File: config.mk
export PLATFORM = sky130hd
export DESIGN_NAME = vga_sprite_compositor_flat
export DESIGN_NICKNAME = d
export VERILOG_FILES = /design/src/rtl/vga_pkg.sv /design/src/rtl/vga_sprite_compositor_if.sv /design/src/rtl/vga_timing_gen.sv /design/src/rtl/vga_sprite_compositor.sv /design/src/flat_wrapper.sv
export SDC_FILE = /design/constraint.sdc
export NUM_CORES = 1
export LEC_CHECK = 0
export ABC_AREA = 1
export CAP_MARGIN = 20
export CORE_MARGIN = 1
export CORE_UTILIZATION = 29
export CTS_BUF_LIST = sky130_fd_sc_hd__clkbuf_8 sky130_fd_sc_hd__clkbuf_16
export DETAILED_ROUTE_END_ITERATION = 10
export REMOVE_ABC_BUFFERS = 1
export SETUP_SLACK_MARGIN = 0.1
export SLEW_MARGIN = 10
export SYNTH_ARGS = -nofsm -noshare
export SYNTH_HDL_FRONTEND = slang
export SYNTH_SLANG_ARGS = --single-unit
File: constraint.sdc
create_clock -name iVGA_CLK -period 2.1 [get_ports iVGA_CLK]
set_input_delay 0.525 -clock iVGA_CLK [delete_from_list [all_inputs] [get_ports iVGA_CLK]]
set_output_delay 0.525 -clock iVGA_CLK [all_outputs]
set_load 0.03 [all_outputs]
File: src/rtl/vga_pkg.sv
// Shared types and constants for the VGA sprite compositor.
// Pixels are packed {b,g,r}, one byte per channel.
package vga_pkg;

    typedef logic [23:0] pixel_t;

    typedef enum logic [2:0] {
        BG_FB      = 3'd0,
        BG_BLACK   = 3'd1,
        BG_WHITE   = 3'd2,
        BG_RED     = 3'd3,
        BG_GREEN   = 3'd4,
        BG_BLUE    = 3'd5,
        BG_FB_ALT6 = 3'd6,
        BG_FB_ALT7 = 3'd7
    } bg_mode_e;

    localparam pixel_t COL_BLACK = 24'h000000;
    localparam pixel_t COL_WHITE = 24'hFFFFFF;
    localparam pixel_t COL_RED   = 24'h0000FF;
    localparam pixel_t COL_GREEN = 24'h00FF00;
    localparam pixel_t COL_BLUE  = 24'hFF0000;

    typedef struct packed {
        logic hs_n;
        logic vs_n;
        logic active;
        logic hit;
    } vga_ctrl_t;

    localparam vga_ctrl_t CTRL_IDLE = '{
        hs_n: 1'b1, vs_n: 1'b1, active: 1'b0, hit: 1'b0
    };

    function automatic pixel_t bg_pixel(bg_mode_e mode, pixel_t fb);
        pixel_t px;
        case (mode)
            BG_BLACK: px = COL_BLACK;
            BG_WHITE: px = COL_WHITE;
            BG_RED:   px = COL_RED;
            BG_GREEN: px = COL_GREEN;
            BG_BLUE:  px = COL_BLUE;
            default:  px = fb;
        endcase
        return px;
    endfunction

endpackage

File: src/rtl/vga_sprite_compositor_if.sv
// Framebuffer read port: address out, palette-resolved pixel back.
// The pixel returns a fixed number of clocks after the address.
interface vga_sprite_compositor_if #(
    parameter int ADDR_W = 19
);
    import vga_pkg::*;

    logic [ADDR_W-1:0] fb_addr;
    pixel_t            fb_q;

    modport master (output fb_addr, input fb_q);
    modport slave  (input fb_addr, output fb_q);

endinterface

File: src/rtl/vga_timing_gen.sv
// Raster counters and raw (undelayed) sync/active strobes.
// eof marks the last clock of the frame for shadow/address reloads.
module vga_timing_gen #(
    parameter  int H_ACTIVE = 640,
    parameter  int H_FP     = 16,
    parameter  int H_SYNC   = 96,
    parameter  int H_BP     = 48,
    parameter  int V_ACTIVE = 480,
    parameter  int V_FP     = 10,
    parameter  int V_SYNC   = 2,
    parameter  int V_BP     = 33,
    localparam int H_TOTAL  = H_ACTIVE + H_FP + H_SYNC + H_BP,
    localparam int V_TOTAL  = V_ACTIVE + V_FP + V_SYNC + V_BP,
    localparam int HW       = $clog2(H_TOTAL),
    localparam int VW       = $clog2(V_TOTAL)
) (
    input  logic          clk,
    input  logic          rst_n,
    output logic [HW-1:0] h_cnt,
    output logic [VW-1:0] v_cnt,
    output logic          hs_n,
    output logic          vs_n,
    output logic          active,
    output logic          eof,
    output logic          frame_start
);

    logic [HW-1:0] h_cnt_q, h_cnt_d;
    logic [VW-1:0] v_cnt_q, v_cnt_d;
    logic          h_last, v_last;
    logic [31:0]   hx, vy;

    always_comb begin
        hx      = 32'(h_cnt_q);
        vy      = 32'(v_cnt_q);
        h_last  = hx == 32'(H_TOTAL - 1);
        v_last  = vy == 32'(V_TOTAL - 1);
        h_cnt_d = h_last ? '0 : h_cnt_q + 1'b1;
        v_cnt_d = v_cnt_q;
        if (h_last) begin
            v_cnt_d = v_last ? '0 : v_cnt_q + 1'b1;
        end
    end

    always_ff @(posedge clk or negedge rst_n) begin
        if (!rst_n) begin
            h_cnt_q <= '0;
            v_cnt_q <= '0;
        end else begin
            h_cnt_q <= h_cnt_d;
            v_cnt_q <= v_cnt_d;
        end
    end

    assign h_cnt  = h_cnt_q;
    assign v_cnt  = v_cnt_q;
    assign active = (hx < 32'(H_ACTIVE)) && (vy < 32'(V_ACTIVE));
    assign hs_n   = !((hx >= 32'(H_ACTIVE + H_FP)) &&
                      (hx <  32'(H_ACTIVE + H_FP + H_SYNC)));
    assign vs_n   = !((vy >= 32'(V_ACTIVE + V_FP)) &&
                      (vy <  32'(V_ACTIVE + V_FP + V_SYNC)));
    assign eof    = h_last && v_last;
    // Counters sit at (0,0) during reset, so the strobe is held off there.
    assign frame_start = rst_n && (hx == 32'd0) && (vy == 32'd0);

endmodule

File: src/rtl/vga_sprite_compositor.sv
// VGA pipeline: raster timing, framebuffer addressing, frame-shadowed
// sprite/background selection, outputs aligned to the read latency.
module vga_sprite_compositor
    import vga_pkg::*;
#(
    parameter int H_ACTIVE    = 640,
    parameter int H_FP        = 16,
    parameter int H_SYNC      = 96,
    parameter int H_BP        = 48,
    parameter int V_ACTIVE    = 480,
    parameter int V_FP        = 10,
    parameter int V_SYNC      = 2,
    parameter int V_BP        = 33,
    parameter int SPRITE_SIZE = 128,
    parameter int RD_LAT      = 2,
    parameter int ADDR_W      = 19
) (
    input  logic        iVGA_CLK,
    input  logic        iRST_n,
    input  logic [2:0]  bg_mode,
    input  logic        sprite_en,
    input  logic [10:0] sprite_x,
    input  logic [9:0]  sprite_y,
    input  logic [23:0] sprite_color,
    vga_sprite_compositor_if.master fb,
    output logic        frame_start,
    output logic        oHS,
    output logic        oVS,
    output logic        oBLANK_n,
    output logic [7:0]  r_data,
    output logic [7:0]  g_data,
    output logic [7:0]  b_data
);

    localparam int PIPE = RD_LAT + 1;
    localparam int HW   = $clog2(H_ACTIVE + H_FP + H_SYNC + H_BP);
    localparam int VW   = $clog2(V_ACTIVE + V_FP + V_SYNC + V_BP);

    logic [HW-1:0] h_cnt;
    logic [VW-1:0] v_cnt;
    logic          hs_n, vs_n, active, eof;

    vga_timing_gen #(
        .H_ACTIVE (H_ACTIVE),
        .H_FP     (H_FP),
        .H_SYNC   (H_SYNC),
        .H_BP     (H_BP),
        .V_ACTIVE (V_ACTIVE),
        .V_FP     (V_FP),
        .V_SYNC   (V_SYNC),
        .V_BP     (V_BP)
    ) u_timing (
        .clk         (iVGA_CLK),
        .rst_n       (iRST_n),
        .h_cnt       (h_cnt),
        .v_cnt       (v_cnt),
        .hs_n        (hs_n),
        .vs_n        (vs_n),
        .active      (active),
        .eof         (eof),
        .frame_start (frame_start)
    );

    logic                   sh_en_q, sh_en_d;
    logic [10:0]            sh_x_q, sh_x_d;
    logic [9:0]             sh_y_q, sh_y_d;
    pixel_t                 sh_col_q, sh_col_d;
    bg_mode_e               sh_bg_q, sh_bg_d;
    logic [ADDR_W-1:0]      fb_addr_q, fb_addr_d;
    vga_ctrl_t [PIPE-1:0]   ctrl_q, ctrl_d;
    pixel_t                 rgb_q, rgb_d;

    logic [11:0] hx, sx_lo, sx_hi;
    logic [10:0] vy, sy_lo, sy_hi;
    logic        hit;
    vga_ctrl_t   stage0, tap;

    always_comb begin
        sh_en_d  = sh_en_q;
        sh_x_d   = sh_x_q;
        sh_y_d   = sh_y_q;
        sh_col_d = sh_col_q;
        sh_bg_d  = sh_bg_q;
        if (eof) begin
            sh_en_d  = sprite_en;
            sh_x_d   = sprite_x;
            sh_y_d   = sprite_y;
            sh_col_d = sprite_color;
            sh_bg_d  = bg_mode_e'(bg_mode);
        end
    end

    // One spare bit keeps sx+SIZE from wrapping back onto column 0.
    always_comb begin
        hx    = 12'(h_cnt);
        vy    = 11'(v_cnt);
        sx_lo = {1'b0, sh_x_q};
        sy_lo = {1'b0, sh_y_q};
        sx_hi = sx_lo + 12'(SPRITE_SIZE);
        sy_hi = sy_lo + 11'(SPRITE_SIZE);
        hit   = sh_en_q && (hx >= sx_lo) && (hx < sx_hi) &&
                (vy >= sy_lo) && (vy < sy_hi);
    end

    always_comb begin
        fb_addr_d = fb_addr_q;
        if (eof) begin
            fb_addr_d = '0;
        end else if (active) begin
            fb_addr_d = fb_addr_q + 1'b1;
        end
    end

    always_comb begin
        stage0 = '{hs_n: hs_n, vs_n: vs_n, active: active, hit: hit};
        ctrl_d = {ctrl_q[PIPE-2:0], stage0};
        tap    = ctrl_q[RD_LAT-1];
        rgb_d  = COL_BLACK;
        if (tap.active) begin
            rgb_d = tap.hit ? sh_col_q : bg_pixel(sh_bg_q, fb.fb_q);
        end
    end

    always_ff @(posedge iVGA_CLK or negedge iRST_n) begin
        if (!iRST_n) begin
            sh_en_q   <= 1'b0;
            sh_x_q    <= '0;
            sh_y_q    <= '0;
            sh_col_q  <= COL_BLACK;
            sh_bg_q   <= BG_FB;
            fb_addr_q <= '0;
            ctrl_q    <= {PIPE{CTRL_IDLE}};
            rgb_q     <= COL_BLACK;
        end else begin
            sh_en_q   <= sh_en_d;
            sh_x_q    <= sh_x_d;
            sh_y_q    <= sh_y_d;
            sh_col_q  <= sh_col_d;
            sh_bg_q   <= sh_bg_d;
            fb_addr_q <= fb_addr_d;
            ctrl_q    <= ctrl_d;
            rgb_q     <= rgb_d;
        end
    end

    assign fb.fb_addr = fb_addr_q;
    assign oHS        = ctrl_q[PIPE-1].hs_n;
    assign oVS        = ctrl_q[PIPE-1].vs_n;
    assign oBLANK_n   = ctrl_q[PIPE-1].active;
    assign r_data     = rgb_q[7:0];
    assign g_data     = rgb_q[15:8];
    assign b_data     = rgb_q[23:16];

endmodule

File: src/flat_wrapper.sv
// flat-port wrapper written by rule: the top's interface ports become plain ports
module vga_sprite_compositor_flat import vga_pkg::*;
#(
    parameter int H_ACTIVE    = 640,
    parameter int H_FP        = 16,
    parameter int H_SYNC      = 96,
    parameter int H_BP        = 48,
    parameter int V_ACTIVE    = 480,
    parameter int V_FP        = 10,
    parameter int V_SYNC      = 2,
    parameter int V_BP        = 33,
    parameter int SPRITE_SIZE = 128,
    parameter int RD_LAT      = 2,
    parameter int ADDR_W      = 19
)
  (iVGA_CLK, iRST_n, bg_mode, sprite_en, sprite_x, sprite_y, sprite_color, frame_start, oHS, oVS, oBLANK_n, r_data, g_data, b_data, fb_fb_addr, fb_fb_q);
  vga_sprite_compositor_if #(.ADDR_W(ADDR_W)) fb_i ();
  input  logic iVGA_CLK;
  input  logic iRST_n;
  input  logic [2:0] bg_mode;
  input  logic sprite_en;
  input  logic [10:0] sprite_x;
  input  logic [9:0] sprite_y;
  input  logic [23:0] sprite_color;
  output logic frame_start;
  output logic oHS;
  output logic oVS;
  output logic oBLANK_n;
  output logic [7:0] r_data;
  output logic [7:0] g_data;
  output logic [7:0] b_data;
  output wire logic [$bits(fb_i.fb_addr)-1:0] fb_fb_addr;
  input wire logic [$bits(fb_i.fb_q)-1:0] fb_fb_q;
  assign fb_fb_addr = fb_i.fb_addr;
  assign fb_i.fb_q = fb_fb_q;
  vga_sprite_compositor #(.H_ACTIVE(H_ACTIVE), .H_FP(H_FP), .H_SYNC(H_SYNC), .H_BP(H_BP), .V_ACTIVE(V_ACTIVE), .V_FP(V_FP), .V_SYNC(V_SYNC), .V_BP(V_BP), .SPRITE_SIZE(SPRITE_SIZE), .RD_LAT(RD_LAT), .ADDR_W(ADDR_W)) u_core (.iVGA_CLK(iVGA_CLK), .iRST_n(iRST_n), .bg_mode(bg_mode), .sprite_en(sprite_en), .sprite_x(sprite_x), .sprite_y(sprite_y), .sprite_color(sprite_color), .fb(fb_i), .frame_start(frame_start), .oHS(oHS), .oVS(oVS), .oBLANK_n(oBLANK_n), .r_data(r_data), .g_data(g_data), .b_data(b_data));
endmodule
# After elaboration in Yosys (flattened, before gate mapping)
# Cells that the tools add are included.
classes:
  magnitude_cmp: 10
  n_addsub: 5
  muxes: 7
  reduce_logical: 15
  eq_ne: 7
ops:
  columns: ["cell", "count"]
  rows:
  - ["24-bit one-hot mux with 5 select lines", 1]
  - ["32-bit zero test", 2]
  - ["24-bit 2-to-1 mux", 2]
  - ["19-bit 2-to-1 mux", 2]
  - ["10-bit by 1-bit adder with 10-bit output (second input constant)", 2]
  - ["10-bit == test (second input constant)", 2]
  - ["10-bit less-than comparator (second input constant)", 2]
  - ["10-bit by 9-bit less-than comparator with 1-bit output (second input constant)", 2]
  - ["10-bit 2-to-1 mux", 2]
  - ["19-bit by 1-bit adder with 19-bit output (second input constant)", 1]
  - ["11-bit by 8-bit adder with 12-bit output (second input constant)", 1]
  - ["10-bit by 12-bit less-than comparator with 1-bit output", 1]
  - ["10-bit by 8-bit adder with 11-bit output (second input constant)", 1]
  - ["10-bit by 11-bit >= comparator with 1-bit output", 1]
  - ["10-bit by 11-bit less-than comparator with 1-bit output", 1]
  - ["10-bit >= comparator", 1]
  - ["10-bit >= comparator (second input constant)", 1]
  - ["10-bit by 9-bit >= comparator with 1-bit output (second input constant)", 1]
  - ["1-bit logical AND", 10]
  - ["3-bit by 2-bit == test with 1-bit output (second input constant)", 2]
  - ["3-bit == test (second input constant)", 2]
  - ["3-bit by 1-bit == test with 1-bit output (second input constant)", 1]
  - ["1-bit zero test", 2]
  - ["2-bit nonzero test", 1]
totals:
  regBits: 123
  out_inout_bits: 47
  input_bits: 75
  wordCells: 64

# Longest topological paths before layout
depth:
  depth_word: 5
  ltp_mapped: 12

# Cells and area by module
# Synthesis repeated with hierarchy kept, for this count alone.
unflattened:
  cells_unflattened: 788
  area_unflattened_um2: 6378.6
modules_own_cells:
  columns: ["module", "instances", "area_each_um2", "seq_area_each_um2", "cells_per_inst"]
  rows:
  - ["vga_sprite_compositor", 1, 5076.1, 2585.0, 620]
  - ["vga_timing_gen", 1, 1302.5, 500.5, 168]

# Least setup slack after synthesis
# No wires, ideal clock.
synth_timing:
  path_kind: "flip-flop to output port"
  start: "register u_core.u_timing.v_cnt_q[0] (netlist: u_core.u_timing.v_cnt[0])"
  end: "output frame_start"
  path_slack_ns: -0.101
  path_stages_with_launch: 7
  t_arrival_ns: 1.676
  required_time_ns: 1.575
  n_path_buf: 0
  cell_sequence: "dfrtp_1 > inv_1 > ha_1 > nand2_1 > nor3_1 > nand3_1 > nor3_1"
synth_via:
  elab_chain_cells: 2
synth_lines:
  columns: ["element", "line", "text"]
  rows:
  - ["from (decl)", "vga_timing_gen.sv:29", "logic [VW-1:0] v_cnt_q, v_cnt_d;"]
  - ["from (signal assigned)", "vga_timing_gen.sv:51", "v_cnt_q <= v_cnt_d;"]
  - ["32-bit zero test", "vga_timing_gen.sv:64", "assign frame_start = rst_n && (hx == 32'd0) && (vy == 32'd0);"]
  - ["1-bit logical AND", "vga_timing_gen.sv:64", null]
  - ["to (decl)", "flat_wrapper.sv:25", "output logic frame_start;"]
# No other way between the ends.

# Worst setup path in the final report
layout_timing:
  start: "register u_core.u_timing.h_cnt_q[0] (netlist: u_core.u_timing.h_cnt[0])"
  end: "output frame_start"
layout_via:
  elab_chain_cells: 3
layout_lines:
  columns: ["element", "line", "text"]
  rows:
  - ["from (decl)", "vga_timing_gen.sv:28", "logic [HW-1:0] h_cnt_q, h_cnt_d;"]
  - ["from (signal assigned)", "vga_timing_gen.sv:50", "h_cnt_q <= h_cnt_d;"]
  - ["32-bit zero test", "vga_timing_gen.sv:64", null]
  - ["1-bit logical AND (2 in series)", "vga_timing_gen.sv:64", null]
# No other way between the ends.

==> flow_metrics.py <==
metrics = {
    "outcome": {
        "outcome": "finished with violations",
        "violations": "negative setup slack",
    },
    "finish": {
        "area_growth_pct": 36.5,
        "final_cell_count_no_fill": 1243,
        "fin_nets": 1058,
        "fillers": 2208,
        "layout-drive-gt1-share": 0.0924,
        "diodes": 0,
    },
    "timing": {
        "min_period_over_period": 1.08,
        "period_minus_slack_ps": 2270,
        "hold_violations": 0,
        "max_freq_ghz": 0.440,
        "setup-tns-final_ps": -174,
        "tightestPinTransition_ps": 720,
        "holdWs_ps": 227,
        "worst_slack_ps": -174,
        "slew_viol_final": 0,
        "finClkSkew_ps": 8.47,
        "rsz0062_at_grt": "true",
        "timing.slew.headroom": 0.520,
        "finalSetupViolCount": 1,
    },
    "setup_path": {
        "cp.arrival_ps": 1750,
        "crit_path_end_kind": "primary output",
        "crit_path_start": "u_core.u_timing.h_cnt[0]",
        "start_kind": "flip-flop",
        "reg2reg_from": "u_core.u_timing.h_cnt[0]",
        "cp.required_ps": 1570,
        "reg2reg_slack_ps": 260,
        "cp_max_fo": 2,
        "critPathKind": "flip-flop to primary output",
    },
    "floorplan": {
        "start_util": 0.295,
        "fp.dieArea_um2": 22700,
        "die_w_um": 151,
        "rows": 54,
        "pin_count": 122,
        "die_h_um": 151,
        "coreArea_um2": 21800,
    },
    "yosys": {
        "syn_inst": 805,
        "synth_xor_area_frac": 0.00954,
        "muxShareOfSynthArea": 0,
        "yosysWarnings": 0,
        "synth.distinct_cells": 40,
        "syn_area_per_cell_um2": 7.98,
        "synth_fa_ha_area_frac": 0.0643,
        "synth_compound_area_frac": 0.105,
        "synth_area_um2": 6420,
        "ys_seq_area_frac": 0.480,
        "synth-simple-area-share": 0.261,
        "synth_top_family_by_area": "simple AND/OR/NAND/NOR gates",
        "ys_ff_latch": 123,
    },
    "global_routing": {
        "grt_usage": 0.148,
        "grt_pass1_vias": 5424,
        "grt_max_degree": 124,
        "antenna_found_initial": 0,
        "grt_first_pass_wirelength_um": 26200,
        "overflow": 0,
    },
    "cts": {
        "cts_max_level": 4,
        "ctsHoldBuffers": 0,
        "clkLatencyLatePin_ps": 410,
        "ctsLongestPathBuffers": 2,
        "root_buffer": "clkbuf_16",
        "tritoncts": "built",
        "cts_buffers": 17,
        "clkSinkCount": 123,
        "clk_pin_slew_ps": 60,
    },
    "pwr": {
        "peakVddDrop_mv": 0.371,
        "power_density_nw_per_um2": 696,
        "seqPwrFrac": 0.394,
        "p_int_mw": 4.88,
        "p_switching_mw": 1.22,
        "p_comb_frac": 0.052,
        "power.leakage_nw": 4.23,
        "netSwitchingFraction": 0.200,
        "pwr-share-clk": 0.555,
    },
    "worst_hold_path": {
        "hold_class": "input pin to asynchronous set/reset pin",
    },
    "drt": {
        "drc": 0,
        "drtAntennaViolNets": 0,
        "wl_per_cell_um": 12.8,
        "vias_per_cell": 4.50,
        "routed_wl_um": 15900,
        "detail_route.first_pass.iterations": 4,
        "first_iter_violations": 267,
        "vias": 5595,
    },
    "placement": {
        "gp_congestion": 0.802,
        "dpl_worst_slack_ps": 23.6,
        "dp_cells": 1206,
        "hpwl_um": 11500,
        "io_buffers": 121,
    },
    "job": {
        "max_cap_violations": 0,
    },
}
==> synthesized netlist by cell type, drive strengths merged <==
cell	count	area (µm²)
nor3	20	100
dfstp	6	158
xnor2	2	17.5
o21ai	78	398
or2	1	6.26
a21boi	1	7.51
nand2	241	910
a21o	2	15.0
clkbuf	7	26.3
o21a	1	7.51
a21oi	38	190
o211ai	2	15.0
o21bai	2	15.0
xor2	5	43.8
nand4	13	81.3
buf	13	125
o31ai	2	15.0
nor2	76	310
a22oi	1	7.51
clkinv	1	8.76
a31oi	1	6.26
nand3	42	228
and3	1	6.26
nand3b	1	7.51
ha	33	413
inv	94	353
nand2b	1	6.26
dfrtp	117	2930
nor4	3	18.8
==> path summary, 6_finish.rpt <==
kind	cells after the start	to
max reg2reg	11	u_core.sh_x_q[7]
min reg2reg	0	u_core.ctrl_d[8]
min	2	u_core.rgb_q[12]
max	8	frame_start
max in group asynchronous	2	u_core.u_timing.v_cnt[9]
min in group iVGA_CLK	0	u_core.ctrl_d[8]
==> power groups by stage <==
stage               Sequential, mW  Clock, mW  Combinational, mW
finish                        2.40       3.38              0.314
global route                  2.40       3.56              0.342
CTS                           2.40       3.44              0.321
detailed placement            2.44          0              0.319
global placement              2.44          0              0.320
floorplan                     2.49          0             0.0209
==> flip-flops by register name, summed over array words and instances, names as in the netlist, 3 cells and up <==
| register | cells |
|---|---|
| u_core.rgb_q | 24 |
| u_core.sh_col_q | 24 |
| u_core.fb.fb_addr | 19 |
| u_core.sh_x_q | 11 |
| u_core.sh_y_q | 10 |
| u_core.u_timing.h_cnt | 10 |
| u_core.u_timing.v_cnt | 10 |
| u_core.ctrl_d | 8 |
| u_core.sh_bg_q | 3 |
==> placed cells by master (no fill, tap or decap), drive strengths merged, types with 27 or more instances in the layout <==
cell type and count:
inv 96, o21ai 78, nand2 241, nand3 42
dfrtp 117, ha 33, nor2 76, a21oi 38
buf 27, clkdlybuf4s50 98
==> final cells by class <==
cell class | instances | area, µm² | share of cell area
well taps | 280 | 350 | 0.0399
flip-flops and latches | 123 | 3090 | 0.352
clock inverters | 12 | 218 | 0.0248
clock buffers | 20 | 467 | 0.0532
multi-input cells | 567 | 2860 | 0.326
repair buffers | 146 | 1420 | 0.162
inverters | 95 | 364 | 0.0415
==> layer usage <==
layer	global-route usage	routed length (µm)
met3	0.0238	840
met1	0.198	7760
met4	0.0615	325
met2	0.235	6990
met5	0	0
==> worst max-delay path, cell delays in order, from the launching register on <==
cell and delay (ps):
dfrtp_1 390, inv_2 70, ha_1 160, nand2_2 50, nor3_2 110, nand3_1 130, nor3_2 170, buf_4 160
buf_12 110
==> kinds of logic after synthesis <==
| logic type | after synthesis |
|---|---|
| AOI/OAI and AO/OA | 128 |
| buffers and inverters | 115 |
| DFF | 123 |
| xor gates and xnor gates | 7 |
| and+or+nand+nor | 399 |
| adders and majority gates | 33 |
==> stage by stage <==
step	power, mW	instance area (µm²)	util
6_report	6.10	8770	0.403
5_1_grt	6.31	8770	0.403
4_1_cts	6.17	8740	0.402
3_5_place_dp	2.76	8020	0.368
3_3_place_gp	2.76	8020	0.368
2_1_floorplan	2.51	6270	-
==> what timing repair did <==
item / in CTS / in global routing
cloned: 0 / 0
resized for setup: 28 / 9
buffers inserted: 5 / 0
pin swaps: 3 / 0
endpoints found under the setup margin: 20 / 8
(Power assumes the default switching activity.)
